--- src/rtl/uart_rx_fifo.sv ---
// uart_rx_fifo
// ------------
// Parametrised UART receiver with an integrated first-word-fall-through
// receive FIFO. The serial line is double-flopped, then a single down-counting
// baud timer samples each bit at its midpoint. A completed frame is pushed into
// the FIFO, or reported as a framing error, parity error or overrun.
//
// Ports:
//   clk        system clock
//   reset      synchronous, active-high reset
//   rxd        asynchronous serial input, idle high
//   rd_en      pop the head entry (ignored while empty)
//   rd_data    head of the FIFO, valid while empty is low (zero when empty)
//   empty      FIFO holds no entries
//   full       FIFO holds FIFO_DEPTH entries
//   count      current occupancy
//   frame_err  one-cycle pulse: a stop bit was sampled low
//   parity_err one-cycle pulse: parity mismatch on an otherwise good frame
//   overrun    one-cycle pulse: good frame arrived while full with no pop
module uart_rx_fifo #(
  parameter int CLK_FREQ   = 25000000,
  parameter int BAUD       = 115200,
  parameter int DATA_BITS  = 8,
  parameter int PARITY     = 0,
  parameter int STOP_BITS  = 1,
  parameter int FIFO_DEPTH = 8
) (
  input  logic                              clk,
  input  logic                              reset,
  input  logic                              rxd,
  input  logic                              rd_en,
  output logic [DATA_BITS-1:0]              rd_data,
  output logic                              empty,
  output logic                              full,
  output logic [$clog2(FIFO_DEPTH+1)-1:0]   count,
  output logic                              frame_err,
  output logic                              parity_err,
  output logic                              overrun
);

  localparam int CPB    = CLK_FREQ / BAUD;
  localparam int CNT_W  = (CPB > 2) ? $clog2(CPB) : 1;
  localparam int IDX_W  = $clog2(DATA_BITS);
  localparam int PTR_W  = $clog2(FIFO_DEPTH);
  localparam int OCC_W  = $clog2(FIFO_DEPTH + 1);

  localparam logic [CNT_W-1:0] HALF_RELOAD = CNT_W'(CPB / 2 - 1);
  localparam logic [CNT_W-1:0] FULL_RELOAD = CNT_W'(CPB - 1);
  localparam logic [IDX_W-1:0] LAST_IDX    = IDX_W'(DATA_BITS - 1);
  localparam logic [OCC_W-1:0] DEPTH_OCC   = OCC_W'(FIFO_DEPTH);

  typedef enum logic [2:0] {
    IDLE,
    START,
    DATA,
    PARITY_BIT,
    STOP
  } state_t;

  // Line synchroniser
  logic rxMeta_q;
  logic rxs_q;

  // Receiver state
  state_t               state_q,   state_d;
  logic [CNT_W-1:0]     bitCnt_q,  bitCnt_d;
  logic [IDX_W-1:0]     bitIdx_q,  bitIdx_d;
  logic [DATA_BITS-1:0] shreg_q,   shreg_d;
  logic                 parBad_q,  parBad_d;
  logic                 stopBad_q, stopBad_d;
  logic                 stopIdx_q, stopIdx_d;

  // Completion strobes from the receiver, valid in the final stop-sample cycle
  logic frameDone;
  logic frameBad;
  logic expParity;
  logic tick;

  // FIFO
  logic [DATA_BITS-1:0] mem_q [FIFO_DEPTH];
  logic [PTR_W-1:0]     wrPtr_q;
  logic [PTR_W-1:0]     rdPtr_q;
  logic [OCC_W-1:0]     count_q;
  logic                 fifoEmpty;
  logic                 fifoFull;
  logic                 pushReq;
  logic                 push;
  logic                 pop;
  logic                 overrunEvt;

  // Error pulse registers
  logic frameErr_q;
  logic parityErr_q;
  logic overrun_q;

  // Two-flop synchroniser for the asynchronous line. Both flops reset to the
  // idle level so that a reset can never look like a start bit.
  always_ff @(posedge clk) begin
    if (reset) begin
      rxMeta_q <= 1'b1;
      rxs_q    <= 1'b1;
    end else begin
      rxMeta_q <= rxd;
      rxs_q    <= rxMeta_q;
    end
  end

  // Receiver state register. A reset abandons any frame in flight.
  always_ff @(posedge clk) begin
    if (reset) begin
      state_q   <= IDLE;
      bitCnt_q  <= '0;
      bitIdx_q  <= '0;
      shreg_q   <= '0;
      parBad_q  <= 1'b0;
      stopBad_q <= 1'b0;
      stopIdx_q <= 1'b0;
    end else begin
      state_q   <= state_d;
      bitCnt_q  <= bitCnt_d;
      bitIdx_q  <= bitIdx_d;
      shreg_q   <= shreg_d;
      parBad_q  <= parBad_d;
      stopBad_q <= stopBad_d;
      stopIdx_q <= stopIdx_d;
    end
  end

  // Odd parity expects the inverted XOR of the data bits, even the plain XOR.
  assign expParity = (PARITY == 1) ? ~(^shreg_q) : (^shreg_q);

  // The baud counter reaching zero marks the midpoint of the current bit.
  assign tick = (bitCnt_q == '0);

  // Receiver next-state logic. The first counter load is half a bit so that
  // every later reload of a full bit lands on a bit centre. The final stop
  // sample returns to IDLE in the same cycle so a back-to-back start edge is
  // seen on the very next cycle.
  always_comb begin
    state_d   = state_q;
    bitCnt_d  = bitCnt_q;
    bitIdx_d  = bitIdx_q;
    shreg_d   = shreg_q;
    parBad_d  = parBad_q;
    stopBad_d = stopBad_q;
    stopIdx_d = stopIdx_q;
    frameDone = 1'b0;
    frameBad  = 1'b0;

    case (state_q)
      IDLE: begin
        if (!rxs_q) begin
          state_d  = START;
          bitCnt_d = HALF_RELOAD;
        end
      end

      START: begin
        if (!tick) begin
          bitCnt_d = bitCnt_q - 1'b1;
        end else if (rxs_q) begin
          // Line already back high at mid start bit: a glitch, not a frame.
          state_d = IDLE;
        end else begin
          state_d   = DATA;
          bitCnt_d  = FULL_RELOAD;
          bitIdx_d  = '0;
          parBad_d  = 1'b0;
          stopBad_d = 1'b0;
          stopIdx_d = 1'b0;
        end
      end

      DATA: begin
        if (!tick) begin
          bitCnt_d = bitCnt_q - 1'b1;
        end else begin
          shreg_d[bitIdx_q] = rxs_q;
          bitCnt_d          = FULL_RELOAD;
          if (bitIdx_q == LAST_IDX) begin
            state_d = (PARITY != 0) ? PARITY_BIT : STOP;
          end else begin
            bitIdx_d = bitIdx_q + 1'b1;
          end
        end
      end

      PARITY_BIT: begin
        if (!tick) begin
          bitCnt_d = bitCnt_q - 1'b1;
        end else begin
          parBad_d = (rxs_q != expParity);
          bitCnt_d = FULL_RELOAD;
          state_d  = STOP;
        end
      end

      STOP: begin
        if (!tick) begin
          bitCnt_d = bitCnt_q - 1'b1;
        end else if ((STOP_BITS == 2) && !stopIdx_q) begin
          stopIdx_d = 1'b1;
          stopBad_d = stopBad_q | ~rxs_q;
          bitCnt_d  = FULL_RELOAD;
        end else begin
          state_d   = IDLE;
          frameDone = 1'b1;
          frameBad  = stopBad_q | ~rxs_q;
        end
      end

      default: begin
        state_d = IDLE;
      end
    endcase
  end

  // Completion handling. Framing beats parity, parity beats the push. A push
  // into a full FIFO is still accepted if the reader pops in the same cycle.
  assign fifoEmpty  = (count_q == '0);
  assign fifoFull   = (count_q == DEPTH_OCC);
  assign pop        = rd_en & ~fifoEmpty;
  assign pushReq    = frameDone & ~frameBad & ~parBad_q;
  assign push       = pushReq & (~fifoFull | rd_en);
  assign overrunEvt = pushReq & fifoFull & ~rd_en;

  // Error pulses appear the cycle after the final stop sample.
  always_ff @(posedge clk) begin
    if (reset) begin
      frameErr_q  <= 1'b0;
      parityErr_q <= 1'b0;
      overrun_q   <= 1'b0;
    end else begin
      frameErr_q  <= frameDone & frameBad;
      parityErr_q <= frameDone & ~frameBad & parBad_q;
      overrun_q   <= overrunEvt;
    end
  end

  // FIFO pointers and occupancy. Pointers wrap naturally at FIFO_DEPTH since
  // the depth is a power of two.
  always_ff @(posedge clk) begin
    if (reset) begin
      wrPtr_q <= '0;
      rdPtr_q <= '0;
      count_q <= '0;
    end else begin
      if (push) begin
        wrPtr_q <= wrPtr_q + 1'b1;
      end
      if (pop) begin
        rdPtr_q <= rdPtr_q + 1'b1;
      end
      case ({push, pop})
        2'b10:   count_q <= count_q + 1'b1;
        2'b01:   count_q <= count_q - 1'b1;
        default: count_q <= count_q;
      endcase
    end
  end

  // Storage array has no reset; stale entries are never visible because the
  // read port is forced to zero while empty.
  always_ff @(posedge clk) begin
    if (push) begin
      mem_q[wrPtr_q] <= shreg_q;
    end
  end

  assign rd_data    = fifoEmpty ? '0 : mem_q[rdPtr_q];
  assign empty      = fifoEmpty;
  assign full       = fifoFull;
  assign count      = count_q;
  assign frame_err  = frameErr_q;
  assign parity_err = parityErr_q;
  assign overrun    = overrun_q;

endmodule
--- config.mk ---
export PLATFORM = sky130hd
export DESIGN_NAME = uart_rx_fifo
export DESIGN_NICKNAME = d
export VERILOG_FILES = /design/src/rtl/uart_rx_fifo.sv
export SDC_FILE = /design/constraint.sdc
export NUM_CORES = 1
export LEC_CHECK = 0
export ABC_AREA = 1
export BUFFER_PORTS_ARGS = -buffer_cell sky130_fd_sc_hd__buf_2
export CAP_MARGIN = 40
export CORE_MARGIN = 4
export CORE_UTILIZATION = 25
export DETAILED_ROUTE_END_ITERATION = 12
export SLEW_MARGIN = 5
export SYNTH_ARGS = -nofsm -noshare
export SYNTH_HDL_FRONTEND = slang
export SYNTH_SLANG_ARGS = --single-unit
--- constraint.sdc ---
create_clock -name clk -period 5.5 [get_ports clk]
set_input_delay 0.55 -clock clk [delete_from_list [all_inputs] [get_ports clk]]
set_output_delay 0.55 -clock clk [all_outputs]
set_load 0.05 [all_outputs]
==> results by group, run 1 <==
Outcome
  • Outcome: complete, no violations

Power and ir drop
  • Sw frac: 41.5%
  • P_leak: around 2.1 nW
  • Worst vdd ir: between 0.0002 and 0.0003 V
  • Comb pwr share: approximately 40%
  • Clock network power share: a little under a quarter
  • Power Density: 487 nW/um^2
  • Reg power frac: 36.6%
  • Switch Pwr: 1.10 mW
  • Design Power: 2.65 mW
  • Internal Power: roughly 1.5 mW

Route
  • Post-route DRC: 0
  • DRT Pass-1 Iters: 5
  • Via density: 4.44
  • Post-DR wirelength/cell: 12.3 um
  • Drt first-iter violations: 183
  • Vias: 3384
  • Drt total wl: 9.39 mm
  • ANT nets after route: 0

Die
  • # IOs: 21
  • Die ar.: 21100 um^2
  • Die Span X: 145 um
  • Core area: 18200 um^2
  • Die Ht: 145 um
  • Starting Density: 25.8%
  • FP Rows: 49

Timing
  • Final Max Slew Viols: 0
  • Clock Skew: 0.0124 ns
  • RSZ-0062 raised after global routing: no
  • Worst slew margin: 48.0%
  • Worst Tran Pin Value: 0.775 ns
  • Final setup viols: 0
  • Fin. Hold Viols: 0
  • Crit path time final: 2.77 ns
  • FMAX: 361 MHz
  • Period Utilization, post-route: 50.4%
  • Post-Route Setup TNS: 0 ns

Clock tree
  • Number of H-tree levels: 3
  • Postcts setup bufs: 0
  • TritonCTS Buffers: 9
  • Clock slew at reported path FFs: 0.07 ns
  • CTS max path bufs: 2
  • CTS Sinks: between 100 and 150
  • TritonCTS clock tree: built
  • # hold bufs at CTS: 0
  • Worst-Skew Late Latency: 0.35 ns
  • Post_cts resized: 0
  • CTS root buf: clkbuf_16

Critical path
  • WP data arrival: 2.22 ns
  • Required time of the critical path: 4.95 ns
  • Critical path launch point type: flop
  • Worst setup endpoint: rd_data[2]
  • Critical path's slowest cell: dfxtp_1
  • R2R setup slack: 2.81 ns
  • Max stage delay on crit path: 0.44 ns
  • Worst r2r src: bitCnt_q[0]$_SDFFE_PP0P_
  • Critical Path Fanout Max: 20
  • RR Endpoint: count[2]$_SDFFE_PP0P_
  • CP endpoint kind: primary output
  • R2R cell count: 16
  • Most used cell, CP: nor2_1
  • Crit path cell chain: inv_1 -> buf_8 -> nor2_1 -> o32ai_1 -> o21ai_0 -> nor2_1 -> buf_2
  • Crit Path Class: reg2out

Flow run
  • MaxCap Viol Count: 0

Synth
  • Number of flops mapped to enable cells by yosys: 64
  • Seq/Total Area, Yosys: 58.4%
  • Mean Syn Cell Area: 9.38 um^2
  • Mapped Area: 4700 um^2
  • Prevailing post-synth register cell: edfxtp_1
  • Async SR Flop Fraction: 0%
  • Post-Syn Instances: 501
  • Post-synthesis register bit count: 105
  • Yosys cell types: 29
  • Post-Syn Nets: 514
  • Synth Warn #: 0

GRT
  • Total track usage: 9.41%
  • Initial antenna violation count: 0
  • Vias in the first global route: 3259
  • Largest net degree at the start of global routing: 29
  • Global-route wire length before repair: 16.3 mm
  • GRT overflow: 0

Final layout
  • Layout cell share with drive strength beyond 1: 12.4%
  • Commonest cells after routing, fill and taps aside: 101 x nor2_1, 64 x edfxtp_1, 56 x nand2_1
  • Filler instances: 1870
  • Antenna cells: 0
  • Most common cell after layout, fill and taps aside: nor2_1
  • Area delta synth->final: 15.8%
  • Final nets: 541
  • Final design utilization: 29.9%

Worst hold path
  • Hold Path Class: in2reg
  • WHS Path Cells: 2

Placed design
  • I/O Buffers: 20
  • DP HPWL: 6.56 mm
  • GP Congestion: 0.809
[cells by family (layout without fill, tap and decap cells)]
kind of cell               after synthesis  in the layout  share of synthesized area (%)
AOI/OAI and AO/OA                       98             98                           12.0
xor gates and xnor gates                10             10                           1.86
adders and majority gates                9              9                           2.40
buffers and inverters                   71            103                           5.83
DFF                                    105            105                           58.4
and+or+nand+nor                        208            208                           19.6
[power by group through the flow]
stage	sequential [mW]	clock (mW)	combinational [mW]
floorplan	0.985	0	0.809
global placement	1.02	0	0.980
detailed placement	0.987	0	1.06
CTS	0.970	0.636	1.07
global route	0.982	0.669	1.20
finish	0.970	0.616	1.06
[worst max-delay path, delay by kind of cell, from the launching register on]
kind | cells | cell delay, ns
buf+inv | 3 | 0.89
flops | 1 | 0.44
compound gates | 2 | 0.31
simple gates | 2 | 0.22
[metrics by stage]
| stage | hold slack [ns] | setup WS, ns | std cells | instance area, um^2 |
|---|---|---|---|---|
| floorplan | 0.389 | 2.03 | 501 | 4700 |
| global placement | 0.392 | 2.38 | 742 | 5070 |
| detailed placement | 0.395 | 2.80 | 746 | 5150 |
| CTS | 0.364 | 2.70 | 762 | 5440 |
| global route | 0.372 | 2.48 | 762 | 5440 |
| finish | 0.383 | 2.73 | 762 | 5440 |
[area by class of cell]
type / count / area, um^2 / share of cell area, %
timing repair buffer: 31 / 230 / 4.23
tap: 229 / 287 / 5.26
sequential: 105 / 2740 / 50.4
inverter: 56 / 210 / 3.86
clock inverter: 6 / 61.3 / 1.13
multi-input combinational: 325 / 1680 / 30.9
clock buffer: 10 / 229 / 4.21
[synthesized netlist by cell type (all sizes together) (12+ instances only)]
cell / instances / share of area [%]
inv: 55 / 4.4
nand3: 15 / 1.6
o32ai: 16 / 3.0
dfxtp: 41 / 17
a21oi: 28 / 3.0
o21ai: 52 / 5.6
edfxtp: 64 / 41
nor3: 12 / 1.3
clkbuf: 14 / 1.1
nor2: 109 / 9.7
nand2: 59 / 4.9
[worst min path at each step]
| stage | from | end | slack [ns] |
|---|---|---|---|
| finish | rxd | rxMeta_q$_SDFF_PP1_ | 0.38 |
| global route | rxd | rxMeta_q$_SDFF_PP1_ | 0.37 |
| CTS | rxd | rxMeta_q$_SDFF_PP1_ | 0.36 |
| detailed placement | rxMeta_q$_SDFF_PP1_ | rxs_q$_SDFF_PP1_ | 0.39 |
| global placement | rxMeta_q$_SDFF_PP1_ | rxs_q$_SDFF_PP1_ | 0.39 |
| floorplan | rxMeta_q$_SDFF_PP1_ | rxs_q$_SDFF_PP1_ | 0.39 |
[state kept, by name, summed over array words and instances (netlist names), named ones only]
register / cells
state_q: 3
rxs_q: 1
overrun: 1
mem_q: 64
shreg_q: 8
bitIdx_q: 3
parBad_q: 1
bitCnt_q: 8
rxMeta_q: 1
parity_err: 1
count: 4
rdPtr_q: 3
frame_err: 1
wrPtr_q: 3
[per-layer routing]
metal	wire, um	track usage, %	share of wire, %
met1	4830	12.9	51
met2	4040	14.7	43
met3	405	2.43	4.3
met4	112	2.85	1.2
met5	0	0	0
Power figures use the tool's default switching activity.
==> inputs of run 2 (changes only) <==
Settings changed: ABC_AREA 1 to 0.
Clock period 5.5 ns to 2.7 ns, I/O delays scaled along.
==> run 2 against run 1 <==
Net effect:
- first-iteration DRC count rose by 13%
- utilization rose by 0.35 points
- hold slack got worse by 0.28 ns
- setup slack got worse by 2.5 ns
- synthesized cell count fell by 30%
- critical endpoint is now count[2]$_SDFFE_PP0P_
==> results by group, run 2 <==
Outcome
  • Outcome: complete, no violations

Critical path
  • Most used cell, CP: xor2_1
  • Crit Path Class: reg2reg
  • CP endpoint kind: flop
  • R2R cell count: 11 (-5)
  • Critical path launch point type: flop
  • Worst setup endpoint: count[2]$_SDFFE_PP0P_
  • Critical Path Fanout Max: 5 (-75%)
  • Required time of the critical path: 2.96 ns (-1.99 ns)
  • RR Endpoint: count[2]$_SDFFE_PP0P_
  • Critical path's slowest cell: or4_4
  • Worst r2r src: bitCnt_q[2]$_SDFFE_PP0P_
  • R2R setup slack: 0.20 ns (-2.61 ns)
  • CP Launch Point: bitCnt_q[2]$_SDFFE_PP0P_
  • Crit path cell chain: or4_4 -> nor3_4 -> and3_4 -> inv_4 -> ha_4 -> xor2_1 -> ha_2 -> a21oi_2 -> xor2_1 -> or3_1 -> a21oi_1
  • Max stage delay on crit path: 0.54 ns (+0.10 ns)
  • WP data arrival: 2.77 ns (+0.55 ns)

Die
  • Die Ht: 143 um (-1.2%)
  • Starting Density: 25.5% (-0.32 points)
  • Die ar.: 20500 um^2 (-2.4%)
  • Die Span X: 143 um (-1.2%)
  • FP Rows: 49 (unchanged)
  • Core area: 18000 um^2 (-1.3%)
  • # IOs: 21 (unchanged)

Clock tree
  • TritonCTS clock tree: built
  • Number of H-tree levels: 3 (unchanged)
  • TritonCTS Buffers: 9 (unchanged)
  • CTS max path bufs: 2 (unchanged)
  • Clock slew at reported path FFs: 0.07 ns (about the same)
  • CTS root buf: clkbuf_16
  • Worst-Skew Late Latency: 0.34 ns (about the same)
  • CTS Sinks: 105 (unchanged)

GRT
  • Initial antenna violation count: 0 (unchanged)
  • GRT overflow: 0 (unchanged)
  • Largest net degree at the start of global routing: 38 (+31%)
  • Vias in the first global route: 2898 (-11%)
  • Global-route wire length before repair: 14.9 mm (-8.4%)
  • Total track usage: 9.31% (-0.095 points)

Route
  • Post-route DRC: 0 (unchanged)
  • Vias: 2820 (-17%)
  • Post-DR wirelength/cell: 14.3 um (+16%)
  • ANT nets after route: 0 (unchanged)
  • Via density: 4.53 (+1.9%)
  • Drt first-iter violations: 206 (+13%)
  • Drt total wl: 8.93 mm (-4.9%)
  • DRT Pass-1 Iters: 4 (-1)

Final layout
  • Biggest regs: mem_q x64, bitCnt_q x8, shreg_q x8
  • Final nets: 402 (-26%)
  • Final std cells w/o fill: 623 (-18%)
  • Area of the multi-input gates: 1810 um^2 (+7.7%)
  • Layout cell share with drive strength beyond 1: 24.9% (+12 points)
  • Number of flip-flops in the largest register: 64 (unchanged)
  • Antenna cells: 0 (unchanged)
  • Area delta synth->final: 18.6%
  • Most common cell after layout, fill and taps aside: edfxtp_1
  • Top register by number of flip-flops: mem_q
  • Commonest cells after routing, fill and taps aside: 64 x edfxtp_1, 55 x nor2_1, 36 x dfxtp_1
  • Filler instances: 1808 (-3.3%)
  • Reg area: 2750 um^2 (+0.41%)

Synth
  • Area share of the largest cell type after synthesis: 42.0% (+1.1 points)
  • Prevailing post-synth register cell: edfxtp_1
  • Mean Syn Cell Area: 13.0 um^2 (+38%)
  • Simple-gate share of the synthesized area: 14.6% (-5.0 points)
  • Mapped Area: 4580 um^2 (-2.6%)
  • Post-Syn Nets: 366 (-29%)
  • Yosys cell types: 47 (+62%)
  • Synth Area in Compound Gates: 5.08% (-6.9 points)
  • Synth top cells by count: 64 x edfxtp_1, 55 x nor2_1, 41 x dfxtp_1, 20 x mux2i_1, 17 x a21oi_1
  • Synth Warn #: 0 (unchanged)
  • Most common cell in the netlist: edfxtp_1
  • Post-synth top area cell: edfxtp_1
  • Post-synthesis register bit count: 105 (unchanged)
  • Dominant cells by area after synthesis: edfxtp_1 42%, dfxtp_1 18%, mux4_2 7.9%, nor2_1 4.5%, mux2i_1 4.4%
  • Fraction of the mapped netlist area in adder cells: 2.46% (+0.064 points)
  • Async SR Flop Fraction: 0% (unchanged)
  • Largest family of logic cells by synthesized area: simple AND/OR/NAND/NOR gates
  • Multiplexer area fraction after synthesis: 12.5% (+12 points)
  • Post-Syn Instances: 353 (-30%)
  • Area share of xor/xnor cells in the synthesized design: 3.55% (+1.7 points)
  • Seq/Total Area, Yosys: 59.9% (+1.5 points)
  • Number of flops mapped to enable cells by yosys: 64 (unchanged)

Timing
  • Post-Route Setup TNS: 0 ns (unchanged)
  • Final Max Slew Viols: 0 (unchanged)
  • Period Utilization, post-route: approximately 93%
  • Post-route worst setup slack: 0.196 ns (-2.53 ns)
  • Worst slew margin: 53.1% (+5.0 points)
  • FMAX: around 400 MHz
  • Clock Skew: 0.00764 ns (-0.00480 ns)
  • Final setup viols: 0 (unchanged)
  • RSZ-0062 raised after global routing: no
  • Fin. Hold Viols: 0 (unchanged)
  • Worst Tran Pin Value: 0.704 ns (-0.0710 ns)
  • Crit path time final: around 2.5 ns

Placed design
  • Placed cells: 605 (-19%)
  • Pre-CTS WS: 0.0740 ns (-2.73 ns)
  • DP HPWL: 6.00 mm (-8.5%)
  • I/O Buffers: 20 (unchanged)
  • GP Congestion: 0.843 (+4.2%)

Worst hold path
  • Hold Path Class: in2reg

Flow run
  • MaxCap Viol Count: 0 (unchanged)

Power and ir drop
  • Power Density: 598 nW/um^2 (+23%)
  • Worst vdd ir: 0.000392 V (+45%)
  • Design Power: 3.25 mW (+23%)
  • P_leak: 1.88 nW (-11%)
-- run 2: changes by cell type after synthesis, moves of 10 or more --
| cell | delta |
|---|---|
| nor2_1 | -46 |
| inv_1 | -45 |
| nand2_1 | -43 |
| o21ai_0 | -41 |
| mux2i_1 | +20 |
| mux4_2 | +16 |
| o32ai_1 | -15 |
| a21oi_1 | -11 |
| nand3_1 | -10 |
-- run 2: worst min-delay path by stage --
stage / slack, ns / start / to / cells after the start
floorplan: 0.37 / rxd / rxMeta_q$_SDFF_PP1_ / 1
global placement: 0.40 / rxMeta_q$_SDFF_PP1_ / rxs_q$_SDFF_PP1_ / 1
detailed placement: 0.41 / rxMeta_q$_SDFF_PP1_ / rxs_q$_SDFF_PP1_ / 1
CTS: 0.09 / rxd / rxMeta_q$_SDFF_PP1_ / 2
global route: 0.11 / rxd / rxMeta_q$_SDFF_PP1_ / 2
finish: 0.11 / rxd / rxMeta_q$_SDFF_PP1_ / 2
-- run 2: layout make-up --
| type | instances | share of cell area, % |
|---|---|---|
| Multi-Input combinational cell | 226 | 33.4 |
| Tap cell | 229 | 5.28 |
| Clock buffer | 11 | 4.28 |
| Sequential cell | 105 | 50.7 |
| Inverter | 6 | 0.461 |
| Timing Repair Buffer | 41 | 4.75 |
| Clock inverter | 5 | 1.17 |
-- run 2: per-stage QoR --
stage	hold WS, ns	area, um^2	util, %
detailed placement	0.405	5110	28.4
global route	0.106	5430	30.2
floorplan	0.374	4650	-
CTS	0.0936	5400	30.1
finish	0.106	5430	30.2
global placement	0.395	5110	28.4
-- run 2: report_power, final --
group	leakage, nW	switching [mW]	internal (mW)
clock network	0.141	0.573	0.730
logic	0.811	0.139	0.0903
registers	0.928	0.0205	1.69
-- run 2: layer usage --
| layer | part of all wire (%) | vias to the layer above | routed length (um) | global-route usage (%) |
|---|---|---|---|---|
| met5 | 0 | - | 0 | 0 |
| met2 | 51 | 33 | 4530 | 16.4 |
| met3 | 2.7 | 6 | 243 | 2.56 |
| li1 | - | 1378 | - | - |
| met4 | 0.78 | 0 | 70 | 2.82 |
| met1 | 46 | 1403 | 4090 | 11.1 |
-- run 2: cell families after synthesis --
family | count (synthesis)
compound gates | 40
xor+xnor | 17
fa+ha+maj | 9
buf+inv | 22
flops | 105
mux | 37
simple gates | 123
-- run 2: critical path: cells and delay by family (launching register included) --
| family | cells | cell delay, ns |
|---|---|---|
| adder cells (fa/ha/maj) | 2 | 0.36 |
| XOR/XNOR | 2 | 0.30 |
| buffers and inverters | 1 | 0.05 |
| AO/OA/AOI/OAI | 2 | 0.16 |
| flip-flops | 1 | 0.35 |
| AND/OR/NAND/NOR | 4 | 1.21 |
-- run 2: what timing repair did --
| action | in CTS | in global routing |
|---|---|---|
| buffers inserted | 0 | 2 |
| hold buffers | 0 | 0 |
| gates resized for setup | 0 | 4 |
| setup endpoints to repair | 0 | 1 |
| hold endpoints to repair | 0 | 0 |
==> inputs of run 3 (changes only) <==
Settings changed: PLACE_DENSITY from default to 0.5.
==> run 3 against run 2 <==
Net effect:
- first-iteration DRC count shrank 23%
- setup slack lost 0.026 ns
- utilization grew 0.056 points
- largest power group unchanged
- highest routed layer unchanged
==> results by group, run 3 (synthesized netlist as in run 2, its figures left out) <==
GRT
  • Vias in the first global route: 2810 (-3.0%)
  • Global-route wire length before repair: 14.8 mm (-0.42%)
  • Total track usage: 9.31% (unchanged)
  • Initial antenna violation count: 0 (unchanged)
  • Largest net degree at the start of global routing: 38 (unchanged)
  • GRT overflow: 0 (unchanged)

Final layout
  • Area delta synth->final: 18.9%
  • Final nets: 406 (+1.0%)
  • Biggest regs: mem_q x64, bitCnt_q x8, shreg_q x8
  • Final design utilization: 30.3% (+0.056 points)
  • Most common cell after layout, fill and taps aside: edfxtp_1
  • Commonest cells after routing, fill and taps aside: 64 x edfxtp_1, 55 x nor2_1, 37 x dfxtp_1
  • Top register by number of flip-flops: mem_q
  • Antenna cells: 0 (unchanged)
  • Layout cell share with drive strength beyond 1: 25.4% (+0.50 points)
  • Number of flip-flops in the largest register: 64 (unchanged)

Power and ir drop
  • P_leak: 1.90 nW (+1.1%)
  • Worst vdd ir: 0.000329 V (-16%)
  • Power Density: 591 nW/um^2 (-1.1%)

Timing
  • Final Max Slew Viols: 0 (unchanged)
  • Crit path time final: 2.53 ns (+0.0265 ns)
  • FMAX: 395 MHz (-1.0%)
  • Post-Route Setup TNS: 0 ns (unchanged)
  • Post-route worst setup slack: 0.170 ns (-0.0265 ns)
  • Worst Tran Pin Value: 0.696 ns (-0.00717 ns)
  • Fin. Hold Viols: 0 (unchanged)
  • Final Hold Slack: 0.107 ns (+0.00102 ns)
  • Worst slew margin: 53.6% (+0.48 points)
  • Period Utilization, post-route: 93.7% (+0.98 points)
  • Clock Skew: 0.00787 ns (+0.000230 ns)
  • Final setup viols: 0 (unchanged)

Clock tree
  • Worst-Skew Late Latency: 0.34 ns (about the same)
  • TritonCTS clock tree: built
  • TritonCTS Buffers: 9 (unchanged)
  • # hold bufs at CTS: 0 (unchanged)
  • Number of H-tree levels: 3 (unchanged)
  • CTS Sinks: 105 (unchanged)
  • CTS max path bufs: 2 (unchanged)
  • Clock slew at reported path FFs: 0.07 ns (about the same)
  • CTS root buf: clkbuf_16

Die
  • Die Span X: 143 um (unchanged)
  • # IOs: 21 (unchanged)
  • Core area: 18000 um^2 (unchanged)
  • Die Ht: 143 um (unchanged)
  • Die ar.: 20500 um^2 (unchanged)
  • FP Rows: 49 (unchanged)
  • Starting Density: 25.5% (unchanged)

Route
  • Post-DR wirelength/cell: 14.4 um (+0.45%)
  • Via density: 4.50 (-0.64%)
  • DRT Pass-1 Iters: 4 (unchanged)
  • Vias: 2820 (unchanged)
  • Post-route DRC: 0 (unchanged)
  • Drt total wl: 9.03 mm (+1.1%)
  • ANT nets after route: 0 (unchanged)
  • Drt first-iter violations: 158 (-23%)

Outcome
  • Outcome: complete, no violations

Flow run
  • MaxCap Viol Count: 0 (unchanged)

Critical path
  • WP data arrival: 2.80 ns (+0.03 ns)
  • Required time of the critical path: 2.97 ns (about the same)
  • Crit Path Class: reg2reg
  • CP endpoint kind: flop
  • Critical path launch point type: flop
  • Critical Path Fanout Max: 5 (unchanged)

Placed design
  • DP HPWL: 6.18 mm (+2.9%)
  • GP Congestion: 0.818 (-2.9%)
  • Pre-CTS WS: 0.113 ns (+0.0390 ns)
  • I/O Buffers: 20 (unchanged)

Worst hold path
  • Hold Path Class: in2reg
[run 3: timing repair]
action,4_1_cts,5_1_grt
endpoints found under the setup margin,0,1
setup buffers,0,3
gates resized for setup,0,1
[run 3: layer usage]
metal	share of wire (%)	global-route usage [%]
met1	48	12.2
met2	48	14.8
met3	3.1	3.03
met4	1.1	2.68
met5	0	0
[run 3: power breakdown]
group / internal [mW] / total [mW] / leakage [nW] / switching (mW)
clock: 0.668 / 1.26 / 0.142 / 0.595
combinational: 0.100 / 0.243 / 0.831 / 0.143
sequential: 1.69 / 1.71 / 0.927 / 0.0185
total: 2.46 / 3.22 / 1.90 / 0.757
[run 3: worst max-delay path, cell delays in order (launching register included)]
cell,delay (ns)
dfxtp_1,0.33
or4_4,0.54
nor3_2,0.19
and3_4,0.22
inv_4,0.04
ha_4,0.17
xor2_1,0.16
ha_2,0.20
a21oi_2,0.04
xor2_1,0.15
or3_1,0.30
a21oi_1,0.11
[run 3: layout make-up]
cell class	count	area, um^2
Fill cell	1819	12500
Sequential cell	105	2750
Multi-Input combinational cell	226	1800
Timing Repair Buffer	45	288
Tap cell	229	287
Clock buffer	11	243
Clock inverter	5	43.8
Inverter	6	25.0
[run 3: metrics by stage]
stage	power, mW	area [um^2]	instances
5_1_grt	3.37	5440	627
6_report	3.22	5440	627
3_3_place_gp	1.99	5130	608
3_5_place_dp	1.99	5130	608
2_1_floorplan	1.90	4650	353
4_1_cts	3.27	5420	624
[run 3: final timing paths]
| kind | cells after the start | start | slack (ns) | to |
|---|---|---|---|---|
| min reg2reg | 1 | rxMeta_q$_SDFF_PP1_ | 0.41 | rxs_q$_SDFF_PP1_ |
| max | 11 | bitCnt_q[5]$_SDFFE_PP0P_ | 0.17 | count[2]$_SDFFE_PP0P_ |
| max reg2reg | 11 | bitCnt_q[5]$_SDFFE_PP0P_ | 0.17 | count[2]$_SDFFE_PP0P_ |
| min | 2 | rxd | 0.11 | rxMeta_q$_SDFF_PP1_ |
